===== src/rtl/clock_divider_prog.sv =====
// Runtime-programmable clock divider: divided square wave, per-period tick and live count.
// Optional period counter output is enabled by defining CLKDIV_PERIOD_COUNT_EN.
module clock_divider_prog #(
    parameter int WIDTH       = 16,
    parameter int DEFAULT_DIV = 512
) (
    input  logic             CLK_IN,
    input  logic             RST_IN,
    input  logic             EN_IN,
    input  logic             SYNC_IN,
    input  logic [WIDTH-1:0] DIV_IN,
    input  logic             DIV_LOAD_IN,
    output logic             CLK_OUT,
    output logic             TICK_OUT,
    output logic [WIDTH-1:0] COUNT_OUT,
`ifdef CLKDIV_PERIOD_COUNT_EN
    output logic [WIDTH-1:0] PERIOD_CNT_OUT,
`endif
    output logic             DIV_BUSY_OUT
);

    localparam logic [WIDTH-1:0] DEF_DIV = WIDTH'(DEFAULT_DIV);
    localparam logic [WIDTH-1:0] ZERO    = {WIDTH{1'b0}};
    localparam logic [WIDTH-1:0] ONE     = {{(WIDTH-1){1'b0}}, 1'b1};
    localparam logic [WIDTH-1:0] TWO     = {{(WIDTH-2){1'b0}}, 2'b10};

    // Divisors below 2 have no meaningful square wave, so they are raised to 2.
    function automatic logic [WIDTH-1:0] clamp_div(input logic [WIDTH-1:0] v);
        logic [WIDTH-1:0] r;
        if (v < TWO) begin
            r = TWO;
        end else begin
            r = v;
        end
        return r;
    endfunction

    // ceil(d/2) without a WIDTH+1 intermediate, so d = 2^WIDTH-1 cannot overflow.
    function automatic logic [WIDTH-1:0] half_up(input logic [WIDTH-1:0] d);
        return (d >> 1) + {{(WIDTH-1){1'b0}}, d[0]};
    endfunction

    logic [WIDTH-1:0] count_r, div_r, pend_r;
    logic             busy_r, clk_r, tick_r;
    logic [WIDTH-1:0] count_nxt_s, div_nxt_s, pend_nxt_s, pend_in_s;
    logic             busy_nxt_s, clk_nxt_s, tick_nxt_s, wrap_s;

    // Next-state logic; a load in the same cycle as a wrap or sync is applied immediately.
    always_comb begin
        pend_in_s   = DIV_LOAD_IN ? clamp_div(DIV_IN) : pend_r;
        wrap_s      = (count_r == (div_r - ONE));
        count_nxt_s = count_r;
        div_nxt_s   = div_r;
        pend_nxt_s  = pend_in_s;
        busy_nxt_s  = busy_r | DIV_LOAD_IN;
        clk_nxt_s   = clk_r;
        tick_nxt_s  = 1'b0;
        if (SYNC_IN) begin
            count_nxt_s = ZERO;
            div_nxt_s   = pend_in_s;
            busy_nxt_s  = 1'b0;
            clk_nxt_s   = 1'b0;
        end else if (EN_IN) begin
            if (wrap_s) begin
                count_nxt_s = ZERO;
                div_nxt_s   = pend_in_s;
                busy_nxt_s  = 1'b0;
                clk_nxt_s   = 1'b0;
                tick_nxt_s  = 1'b1;
            end else begin
                count_nxt_s = count_r + ONE;
                clk_nxt_s   = ((count_r + ONE) >= half_up(div_r));
            end
        end else begin
            count_nxt_s = count_r;
        end
    end

    // State and output registers.
    always_ff @(posedge CLK_IN) begin
        if (RST_IN) begin
            count_r <= ZERO;
            div_r   <= DEF_DIV;
            pend_r  <= DEF_DIV;
            busy_r  <= 1'b0;
            clk_r   <= 1'b0;
            tick_r  <= 1'b0;
        end else begin
            count_r <= count_nxt_s;
            div_r   <= div_nxt_s;
            pend_r  <= pend_nxt_s;
            busy_r  <= busy_nxt_s;
            clk_r   <= clk_nxt_s;
            tick_r  <= tick_nxt_s;
        end
    end

    assign CLK_OUT      = clk_r;
    assign TICK_OUT     = tick_r;
    assign COUNT_OUT    = count_r;
    assign DIV_BUSY_OUT = busy_r;

`ifdef CLKDIV_PERIOD_COUNT_EN
    logic [WIDTH-1:0] pcnt_r;

    // Elapsed-period counter, advancing together with each tick.
    always_ff @(posedge CLK_IN) begin
        if (RST_IN) begin
            pcnt_r <= ZERO;
        end else if (SYNC_IN) begin
            pcnt_r <= ZERO;
        end else if (tick_nxt_s) begin
            pcnt_r <= pcnt_r + ONE;
        end else begin
            pcnt_r <= pcnt_r;
        end
    end

    assign PERIOD_CNT_OUT = pcnt_r;
`endif

endmodule


===== config.mk =====
export PLATFORM = sky130hd
export DESIGN_NAME = clock_divider_prog
export DESIGN_NICKNAME = d
export VERILOG_FILES = /design/src/rtl/clock_divider_prog.sv
export SDC_FILE = /design/constraint.sdc
export NUM_CORES = 1
export LEC_CHECK = 0
export BUFFER_PORTS_ARGS = -buffer_cell sky130_fd_sc_hd__buf_4
export CAP_MARGIN = 20
export CORE_UTILIZATION = 53
export CTS_CLUSTER_SIZE = 16
export DETAILED_ROUTE_END_ITERATION = 8
export GPL_TIMING_DRIVEN = 0
export HOLD_SLACK_MARGIN = 0.12
export MAX_ROUTING_LAYER = met4
export PLACE_DENSITY = 0.77
export SLEW_MARGIN = 30
export SYNTH_ARGS = -nofsm -noshare
export SYNTH_HDL_FRONTEND = slang
export SYNTH_SLANG_ARGS = --single-unit

===== constraint.sdc =====
create_clock -name CLK_IN -period 2.7 [get_ports CLK_IN]
set_clock_uncertainty 0.1 [all_clocks]
set_input_delay 0.81 -clock CLK_IN [delete_from_list [all_inputs] [get_ports CLK_IN]]
set_output_delay 0.81 -clock CLK_IN [all_outputs]
set_load 0.02 [all_outputs]

* Word-level counts from Yosys, hierarchy flattened
Cells that the tools add are included. W data, S select, Z words.
Operators by class: add/sub/neg operators 3, $lt $le $gt $ge 2, equal/unequal tests 1, multiplexer cells 10, bitwise operators 2, reductions and logical operators 5
Operator list (count):
- $mux W16 | 6
- $add A15 B1 Y16 | 1
- $add A16 B1 Y16 const B | 1
- $eq A16 B16 Y1 | 1
- $ge A16 B16 Y1 | 1
- $lt A16 B2 Y1 const B | 1
- $sub A16 B1 Y16 const B | 1
- $mux W1 | 4
- $reduce_bool A2 Y1 | 2
- $reduce_or A3 Y1 | 1
- $reduce_and A2 Y1 | 1
- $reduce_or A2 Y1 | 1
- $not A1 Y1 | 1
- $or A1 B1 Y1 | 1
Word-level totals: register bits after elaboration 51, word-level logic and storage cells 29

* Logic depth before layout (Yosys ltp)
word-level depth 6, gate-level depth with buffers 14

* Worst setup path after synthesis
No wires, ideal clock.
kind register to register, start register div_r[0], end register count_r[8] (netlist: COUNT_OUT[8]), library setup time 117 ps, arrival 2736 ps, required time 2483 ps, slack -253 ps, cell stages (with the launch flop) 13, clock period less this slack 2953 ps, cell sequence dfxtp_1 > clkbuf_1 > inv_1 > ha_1 > clkbuf_1 > inv_1 > or4_1 > a21oi_1 > o221ai_1 > or4_4 > nor2b_4 > buf_6 > a22o_1
Between the ends: word-level cells in the longest chain between the ends 3
Ends and longest elaborated chain:
- from (decl) | line 43 | logic [WIDTH-1:0] count_r, div_r, pend_r;
- from (signal assigned) | line 90 | div_r <= div_nxt_s;
- $sub A16 B1 Y16 | line 51 | wrap_s = (count_r == (div_r - ONE));
- $eq A16 B16 Y1 | line 51
- $mux W16 | line 64 | if (wrap_s) begin
- to (signal assigned) | line 89 | count_r <= count_nxt_s;
- to (decl) | line 43
No other way between the ends. A chain may end at the register's enable or synchronous reset.

* Worst setup path after layout
start register div_r[2], end register div_r[3]
Between the ends: word-level cells in the longest chain between the ends 4
Ends and longest elaborated chain (line):
- $sub A16 B1 Y16 | 51
- $eq A16 B16 Y1 | 51
- $reduce_bool A2 Y1 (no line)
- $reduce_and A2 Y1 (no line)
No other way between the ends.

==> flow_summary.toml <==
[layout]
area_delta_synth_final_pct = 28.98
drive_gt1_share_pct = 31.82
final_cells = 515
utilization_pct = 71.30
diodes = 0
fin_nets = 480

[synth]
syn_inst = 377
synth_nets = 418
post-synth-top-area-cell = "dfxtp_1"
synth_warnings = 0
postSynth.asyncResetShare_pct = 0
synth.most_common_cell = "dfxtp_1"
yosys_register_bits = 51
synth_edf_count = 0
yosysTopAreaCellShare_pct = 30.83
syn-cell-area_mm2 = 0.003312
syn_avg_cell_area_um2 = 8.785
ys_seq_area_share_pct = 30.83
yosysUniqueCellTypes = 55
synth_common_cells = "51 x dfxtp_1, 33 x nor2_1, 31 x xnor2_1"
synth_area_leaders = "dfxtp_1 31%, xnor2_1 8.2%, ha_1 7.6%, o32a_1 4.5%, xor2_1 4.0%"
synthFlopType = "dfxtp_1"

[route]
dr.first_iter.drc_count = 229
routed_wl_mm = 8.648
dr.pass1.iters = 5
wl_per_cell_um = 16.79
viasPerCell = 6.082
vias = 3132
drc = 0
ant_nets = 0

[clock_tree]
clkTransAtPathRegs_ps = 100
cts_root_buffer = "clkbuf_8"
cts_tree = "yes"
numCtsBuffers = 5
clk-insertion-delay-late_ps = 310
htree_levels = 2
ctsLongestPathBuffers = 2
numClockSinks = 51

[sta]
slew_viol_final = 0
max_freq_ghz = 0.3370
rsz0062_at_grt = "yes"
worstMarginPinSlew_ps = 794.8
final.period_utilization_pct = 109.9
period_needed_ps = 2967
slew_headroom_pct = 46.82
setup_slack_ps = -267.2
whs_ps = 361.8
finalSetupViolations = 33
final-hold-violation-count = 0
tns_ps = -6273

[critical_path]
required_ps = 2810
crit_path_top_delay_cell = "or3_4"
path_cells = "buf_6 > or3_4 > or3_4 > a2111oi_4 > buf_4 > nand4b_1 > nor4_4 > buf_4 > a21oi_4 > buf_6 > o32a_1"
end_kind = "flip-flop"
slowest_delay_ps = 400
crit_fanout = 5
critPathLaunchType = "flip-flop"
cp_num_buf_inv = 4
critPathKind = "reg -> reg"
critPathArrivalTime_ps = 3070
crit_family = "simple AND/OR/NAND/NOR gates"

[global_routing]
grt_max_degree = 17
grt_pass1_wl_mm = 13.65
grt_usage_pct = 27.76
grt_pass1_vias = 2889
antenna_found_initial = 0
grt_overflow_total = 0

[outcome]
status = "finished, violations left"
violations = "negative setup slack"

[power]
ir_drop_mv = 0.2723
cellLeakagePower_nw = 1.691
power_density_mw_per_mm2 = 394.1

[placed_design]
dp_slack_ps = -550.4
place.gp.congestion = 0.8666
dp_hpwl_mm = 6.048
port-buffer-count = 35
placedCellCount = 487

[floorplan]
fp.dieH_um = 81.05
core_area_mm2 = 0.005991
dieArea_mm2 = 0.006569
rows = 28
io_pins = 40
initial_core_util_pct = 55.28
die-width_um = 81.05

[worst_hold_path]
hold_path.class = "reg -> reg"

[run]
max-cap-violations = 0
==> cells in the final DEF (no fill, tap or decap), drive strengths merged, types with 3 or more instances in the layout <==
cell type	count
xnor2	31
nor2b	5
a22o	10
or4	5
nor4	11
o32a	15
buf	68
mux2i	13
nand2	18
nand3	19
o21a	3
nor2	33
nor3	11
o21ai	8
a21o	7
ha	20
xor2	15
inv	13
dfxtp	51
or3	4
nand4	12
clkbuf	23
a21oi	12
==> metrics by stage <==
step	total power, mW	cell area, µm²
floorplan	1.102	3385
global placement	1.182	3741
detailed placement	1.195	3741
CTS	1.661	4030
global route	1.758	4272
finish	1.683	4272
==> per-layer routing <==
layer	routed length [µm]	vias to the layer above	share of wire [%]	global-route usage, %
li1	-	1509	-	-
met1	3921	1516	45	36.05
met2	4148	88	48	44.87
met3	430	19	5.0	4.157
met4	146	0	1.7	7.321
met5	0	-	0	-
==> timing repair <==
action	CTS	global route
gates cloned	1	3
gates resized for setup	40	35
buffers inserted	12	13
hold buffers	0	0
endpoints found under the setup margin	35	35
pin swaps	20	8
==> power by group <==
| part | internal, mW | total, mW | switching (mW) |
|---|---|---|---|
| sequential | 0.786 | 0.820 | 0.0343 |
| clock | 0.188 | 0.459 | 0.271 |
| combinational | 0.189 | 0.404 | 0.215 |
==> final cells by class <==
cell class / count / area, µm²
plain buffers: 25 / 186.4
fillers: 457 / 1719
repair buffers: 60 / 483.0
multi-input cells: 285 / 2320
flip-flops and latches: 51 / 1060
clock buffers: 6 / 72.57
clock inverters: 2 / 15.01
inverters: 11 / 41.29
well taps: 75 / 93.84
==> sequential cells by signal, summed over array words and instances (netlist names) <==
name and flops:
div_r 16, COUNT_OUT 16, TICK_OUT 1, CLK_OUT 1, pend_r 16, DIV_BUSY_OUT 1
==> worst paths after layout <==
path                       end  slack, ps    startpoint  depth (start not counted)
setup / recovery      div_r[3]       -270      div_r[2]                         11
hold / removal    DIV_BUSY_OUT        360  DIV_BUSY_OUT                          1
setup reg to reg      div_r[3]       -270      div_r[2]                         11
hold reg to reg   DIV_BUSY_OUT        360  DIV_BUSY_OUT                          1
==> kinds of logic after synthesis <==
group,Yosys count,synth area share (%)
and+or+nand+nor,131,21.91
AOI/OAI and AO/OA,73,17.68
muxes,13,3.929
xor gates and xnor gates,46,12.16
buffers and inverters,43,5.931
DFF,51,30.83
adders and majority gates,20,7.556
Power figures use the tool's default switching activity.
